--- src/rtl/ifu_pkg.sv ---
// Shared IFU definitions: next-PC select encodings and the default fetch base.
package ifu_pkg;

    localparam logic [31:0] PC_BASE_DEFAULT = 32'h0000_3000;

    typedef enum logic [1:0] {
        NPC_PC4    = 2'd0,
        NPC_BRANCH = 2'd1,
        NPC_JUMP   = 2'd2,
        NPC_JREG   = 2'd3
    } npc_op_e;

endpackage

--- src/rtl/ifu_if.sv ---
// IFU bus: instruction-memory port, ID control inputs and IF/ID outputs.
// exc_adel_d exists only when IFU_ADEL_EXC_EN is defined.
interface ifu_if #(parameter int IM_AW = 11);
    import ifu_pkg::*;

    logic             stall;
    logic [IM_AW-1:0] im_addr;
    logic [31:0]      im_ins;
    npc_op_e          npc_op;
    logic             cmp_true;
    logic [31:0]      rs_data;
    logic [31:0]      instr_d;
    logic [31:0]      pc_d;
    logic [31:0]      pc8_d;
`ifdef IFU_ADEL_EXC_EN
    logic             exc_adel_d;
`endif

    modport master (
        input  stall, im_ins, npc_op, cmp_true, rs_data,
`ifdef IFU_ADEL_EXC_EN
        output exc_adel_d,
`endif
        output im_addr, instr_d, pc_d, pc8_d
    );

    modport slave (
        output stall, im_ins, npc_op, cmp_true, rs_data,
`ifdef IFU_ADEL_EXC_EN
        input  exc_adel_d,
`endif
        input  im_addr, instr_d, pc_d, pc8_d
    );

endinterface

--- src/rtl/ifu_npc.sv ---
// Combinational next-PC selection; branch and jump targets are formed from
// the instruction currently in ID, so the IF-stage fetch becomes the delay slot.
module ifu_npc
    import ifu_pkg::*;
(
    input  logic [31:0] i_pc,
    input  logic [31:0] i_pc_d,
    input  logic [25:0] i_instr_idx,
    input  npc_op_e     i_npc_op,
    input  logic        i_cmp_true,
    input  logic [31:0] i_rs_data,
    output logic [31:0] o_npc
);

    logic [31:0] w_pc4;
    logic [31:0] w_br_off;
    logic [31:0] w_br_tgt;
    logic [31:0] w_j_tgt;

    assign w_pc4    = i_pc + 32'd4;
    assign w_br_off = {{14{i_instr_idx[15]}}, i_instr_idx[15:0], 2'b00};
    assign w_br_tgt = i_pc_d + 32'd4 + w_br_off;
    assign w_j_tgt  = {i_pc_d[31:28], i_instr_idx, 2'b00};

    always_comb begin
        o_npc = w_pc4;
        case (i_npc_op)
            NPC_PC4:    o_npc = w_pc4;
            NPC_BRANCH: o_npc = i_cmp_true ? w_br_tgt : w_pc4;
            NPC_JUMP:   o_npc = w_j_tgt;
            NPC_JREG:   o_npc = i_rs_data;
            default:    o_npc = w_pc4;
        endcase
    end

endmodule

--- src/rtl/ifu.sv ---
// Instruction fetch unit: PC register, IF/ID pipeline register and next-PC mux.
// Define IFU_ADEL_EXC_EN to flag misaligned/out-of-range fetches on exc_adel_d.
module ifu
    import ifu_pkg::*;
#(
    parameter logic [31:0] PC_BASE = PC_BASE_DEFAULT,
    parameter int          IM_AW   = 11
) (
    input  logic   clk,
    input  logic   reset,
    ifu_if.master  bus
);

    logic [31:0] r_pc;
    logic [31:0] r_instr_d;
    logic [31:0] r_pc_d;
    logic [31:0] w_npc;
    logic [31:0] w_fetch;

    // Offsets below PC_BASE wrap to large values and simply alias in the index.
    assign bus.im_addr = IM_AW'((r_pc - PC_BASE) >> 2);
    assign bus.instr_d = r_instr_d;
    assign bus.pc_d    = r_pc_d;
    assign bus.pc8_d   = r_pc_d + 32'd8;

    ifu_npc u_npc (
        .i_pc        (r_pc),
        .i_pc_d      (r_pc_d),
        .i_instr_idx (r_instr_d[25:0]),
        .i_npc_op    (bus.npc_op),
        .i_cmp_true  (bus.cmp_true),
        .i_rs_data   (bus.rs_data),
        .o_npc       (w_npc)
    );

`ifdef IFU_ADEL_EXC_EN
    logic [31:0] w_hi;
    logic        w_adel;
    logic        r_exc_adel_d;

    // Anything at or above 4*2^IM_AW bytes from the base (or below it) is outside the memory.
    assign w_hi    = (r_pc - PC_BASE) >> (IM_AW + 2);
    assign w_adel  = (r_pc[1:0] != 2'b00) || (w_hi != 32'd0);
    assign w_fetch = w_adel ? 32'd0 : bus.im_ins;
    assign bus.exc_adel_d = r_exc_adel_d;

    always_ff @(posedge clk or posedge reset) begin
        if (reset) begin
            r_exc_adel_d <= 1'b0;
        end else if (!bus.stall) begin
            r_exc_adel_d <= w_adel;
        end
    end
`else
    assign w_fetch = bus.im_ins;
`endif

    always_ff @(posedge clk or posedge reset) begin
        if (reset) begin
            r_pc      <= PC_BASE;
            r_instr_d <= 32'd0;
            r_pc_d    <= PC_BASE;
        end else if (!bus.stall) begin
            r_pc      <= w_npc;
            r_instr_d <= w_fetch;
            r_pc_d    <= r_pc;
        end
    end

endmodule

--- src/flat_wrapper.sv ---
// flat-port wrapper written by rule: the top's interface ports become plain ports
module ifu_flat import ifu_pkg::*;
#(
    parameter logic [31:0] PC_BASE = PC_BASE_DEFAULT,
    parameter int          IM_AW   = 11
)
  (clk, reset, bus_stall, bus_im_ins, bus_npc_op, bus_cmp_true, bus_rs_data, bus_im_addr, bus_instr_d, bus_pc_d, bus_pc8_d);
  ifu_if #(.IM_AW(IM_AW)) bus_i ();
  input  logic clk;
  input  logic reset;
  input wire logic [$bits(bus_i.stall)-1:0] bus_stall;
  input wire logic [$bits(bus_i.im_ins)-1:0] bus_im_ins;
  input wire logic [$bits(bus_i.npc_op)-1:0] bus_npc_op;
  input wire logic [$bits(bus_i.cmp_true)-1:0] bus_cmp_true;
  input wire logic [$bits(bus_i.rs_data)-1:0] bus_rs_data;
  output wire logic [$bits(bus_i.im_addr)-1:0] bus_im_addr;
  output wire logic [$bits(bus_i.instr_d)-1:0] bus_instr_d;
  output wire logic [$bits(bus_i.pc_d)-1:0] bus_pc_d;
  output wire logic [$bits(bus_i.pc8_d)-1:0] bus_pc8_d;
  assign bus_i.stall = bus_stall;
  assign bus_i.im_ins = bus_im_ins;
  assign bus_i.npc_op = bus_npc_op;
  assign bus_i.cmp_true = bus_cmp_true;
  assign bus_i.rs_data = bus_rs_data;
  assign bus_im_addr = bus_i.im_addr;
  assign bus_instr_d = bus_i.instr_d;
  assign bus_pc_d = bus_i.pc_d;
  assign bus_pc8_d = bus_i.pc8_d;
  ifu #(.PC_BASE(PC_BASE), .IM_AW(IM_AW)) u_core (.clk(clk), .reset(reset), .bus(bus_i));
endmodule
--- config.mk ---
export PLATFORM = sky130hd
export DESIGN_NAME = ifu_flat
export DESIGN_NICKNAME = d
export VERILOG_FILES = /design/src/rtl/ifu_pkg.sv /design/src/rtl/ifu_if.sv /design/src/rtl/ifu_npc.sv /design/src/rtl/ifu.sv /design/src/flat_wrapper.sv
export SDC_FILE = /design/constraint.sdc
export NUM_CORES = 1
export LEC_CHECK = 0
export ABC_AREA = 1
export CAP_MARGIN = 10
export CORE_MARGIN = 3
export CORE_UTILIZATION = 40
export DETAILED_ROUTE_END_ITERATION = 12
export PLACE_DENSITY_LB_ADDON = 0.1
export REMOVE_ABC_BUFFERS = 1
export SYNTH_ARGS = -nofsm -noshare
export SYNTH_HDL_FRONTEND = slang
export SYNTH_HIERARCHICAL = 1
export SYNTH_SLANG_ARGS = --single-unit
--- constraint.sdc ---
create_clock -name clk -period 7.1 [get_ports clk]
set_input_delay 0.71 -clock clk [delete_from_list [all_inputs] [get_ports clk]]
set_output_delay 0.71 -clock clk [all_outputs]
set_load 0.1 [all_outputs]
==> metrics <==
Reg power frac a little under a quarter; Final setup viols 0; Core Region between 0.02 and 0.025 mm2; hold buffers post-CTS 0; maxcap violations 0; Fin. Hold Viols 0; Starting DRT DRC Count 644; TritonCTS Buffers 9; fraction of the mapped netlist area in simple logic gates 35.4%; # clock sinks 96; post-synthesis xor/xnor area fraction 2.84%; initial core utilization 40.9%; share of cells above drive strength 1 5.90%; cell taking the most area after synthesis dfrtp_1; Die Y 156 um; Post-CTS Resized 0; Switching Share 55.8%; sequential area share after synthesis 26.9%; vias in the first global route 9200; DR pass1 iterations 7; crit path max fanout 6; I/O Pins ~180; Period Utilization, post-route a little over half; Total GRT Usage 27.3%; clk_lat worst skew 0.35 ns; hold crit path type reg -> reg; complex-gate fraction of the synthesized area 10.6%; Lkg Pwr 5.58 nW; combinational family with the most area after synthesis simple AND/OR/NAND/NOR gates; outcome finished clean; RSZ-0062 raised after global routing false; first-pass GRT wire length 51.4 mm; reg-to-reg slack, setup 3.84 ns; Logic pwr share 59.6%; Final #Nets 1667; post-synthesis register bit count 96; Layout area overhead 25.0%; CTS Buffer Depth 2; Cells after Synth 1389; Slew @ Worst Pin ~1.1 ns; Power Total about 0.0032 W; Synth Warn # 6; DRC viols 0; setup tns final 0 ns; die width 156 um; worst rel slew slack between 20 and 30%; Area contributors post-synth dfrtp_1 (26%), nand2_1 (19%), inv_1 (8.6%), ha_1 (8.2%), nor2_1 (5.7%); setup repair bufs after CTS 0; Total Wirelength 33.0 mm; Placement Cell Area about 0.011 mm2; PortBufs 176; via count 9476; initial antenna violation count 0; routed len/inst between 15 and 20 um; Clock Pin Slew Worst Setup and Hold Paths ~0.080 ns; PwrDens 289 mW/mm2; Hold Path End u_core/bus.instr_d[31]$_DFFE_PP0N_; fin area 0.0112 mm2; Routed Antenna Nets 0; Setup Skew 0.0127 ns; CTS Root Cell clkbuf_16; Clock power frac 16.5%; VDD IR max 0.149 mV; WP data required 6.39 ns; Final min period 3.80 ns; largest net degree at the start of global routing 83; CTS tree done; Max Slew Vio Count 0; fin cells ~1.8k; row cnt 54; post-synth cell types 37; Filler cells roughly 2.3k; H-tree depth 3; Startpoint Class flop; share of the synthesized area in the top cell type 25.7%; Post-DP HPWL 25.8 mm; DP Cell Count 1806; CP endpoint kind primary output; Net Sw Power 0.00180 W; hold path depth 1; post-synthesis cell area 0.00895 mm2; Crit path arrival time 3.09 ns; Fmax between 200 and 300 MHz; Hold Startpoint u_core/bus.instr_d[31]$_DFFE_PP0N_; Final Wtd Congestion ~0.95; Diodes inserted 0; vias per cell 5.20; Post-Synth Adder-Cell Area 8.47%; grt total ovfl 0; reg2reg path depth 13; reg-to-reg startpoint u_core/bus.instr_d[15]$_DFFE_PP0N_; RR Endpoint u_core/r_pc[26]$_DFFE_PP0N_; class of the most critical setup path reg -> out; Avg Cell Area, Syn 6.44 um2; internal power 0.00143 W; multiplexer share of the synthesized area 4.28%; Die ar. 0.0242 mm2
## layer usage
layer  vias to the layer above  wire length, um  global-route usage [%]
met5                         -                0                       0
met4                         0              729                    7.21
met3                        42             2220                    4.52
met2                       300            15400                    44.9
met1                      4431            14600                    37.4
li1                       4703                -                       -
## worst max path at each step
stage,start,endpoint,slack [ns],depth (start not counted)
global route,u_core/bus.pc_d[3]$_DFFE_PP0N_,bus_pc8_d[25],3.16,8
finish,u_core/bus.pc_d[3]$_DFFE_PP0N_,bus_pc8_d[17],3.30,7
global placement,u_core/bus.pc_d[11]$_DFFE_PP0N_,bus_pc8_d[16],3.75,6
floorplan,u_core/bus.pc_d[3]$_DFFE_PP0N_,bus_pc8_d[18],2.71,5
detailed placement,u_core/bus.pc_d[3]$_DFFE_PP0N_,bus_pc8_d[17],3.73,7
CTS,u_core/bus.pc_d[3]$_DFFE_PP0N_,bus_pc8_d[17],3.33,7
## power groups by stage
stage | combinational [W] | sequential (W) | clock, W
floorplan | 0.000953 | 0.00117 | 0
global placement | 0.00191 | 0.000776 | 0
detailed placement | 0.00191 | 0.000779 | 0
CTS | 0.00192 | 0.000769 | 0.000548
global route | 0.00208 | 0.000787 | 0.000572
finish | 0.00192 | 0.000771 | 0.000533
## layout by cell type (no fill, tap or decap), drive strengths merged, types with 19 or more instances in the layout
master / netlist / layout
a22o: 21 / 21
o21ai: 55 / 55
inv: 207 / 211
ha: 59 / 59
dfrtp: 92 / 92
nor2: 150 / 150
nand3: 93 / 93
mux2: 34 / 34
nand3b: 19 / 19
xor2: 20 / 20
clkdlybuf4s50: 0 / 174
a21oi: 78 / 78
nand2: 453 / 453
## cells in the mapped netlist (all sizes together)
cell       n
a21oi     78
ha        59
nand4      9
nor3      16
dfstp      4
dfrtp     92
a22o      21
or2        4
o21ai     55
xnor2      9
nand2    453
mux2      34
inv      207
and2       4
buf       27
nor3b      1
nand3     93
nand3b    19
fa         1
nor2     150
o21bai     2
a21boi     1
a21o       1
xor2      20
clkbuf    20
o211ai     5
o2111ai    4
## cell families (layout without fill, tap and decap cells)
logic type                 after synthesis  in the layout
adders and majority gates               60             60
buffers and inverters                  254            407
AOI/OAI and AO/OA                      167            167
xor gates and xnor gates                29             29
DFF                                     96             96
muxes                                   34             34
and+or+nand+nor                        749            749
## registers in the layout, indices dropped and copies added (netlist names)
name / cells
u_core/bus.pc_d: 32
u_core/r_pc: 32
u_core/bus.instr_d: 32
## final cells by class
type	instances	area [um2]	area share (%)
clock inverter	7	85.1	0.761
sequential	96	2410	21.5
inverter	207	779	6.97
tap	280	350	3.13
clock buffer	9	225	2.01
timing repair buffer	184	1810	16.2
multi-input combinational	1039	5520	49.4
## metrics by stage
step	hold WS (ns)	util, %	worst slack, ns
6_report	0.507	51.1	3.30
5_1_grt	0.517	51.1	3.16
4_1_cts	0.513	51.1	3.33
3_5_place_dp	0.495	49.7	3.73
3_3_place_gp	0.488	49.7	3.75
2_1_floorplan	0.481	-	2.71
## worst max-delay path, stage by stage (launching register included)
cell,delay [ns]
dfrtp_1,0.48
ha_1,0.24
nand2_2,0.08
nor2_4,0.19
nand2_2,0.13
nor2_2,0.29
xor2_1,0.17
clkdlybuf4s50_1,1.14
Note: power is estimated with default switching activity, not from simulation.
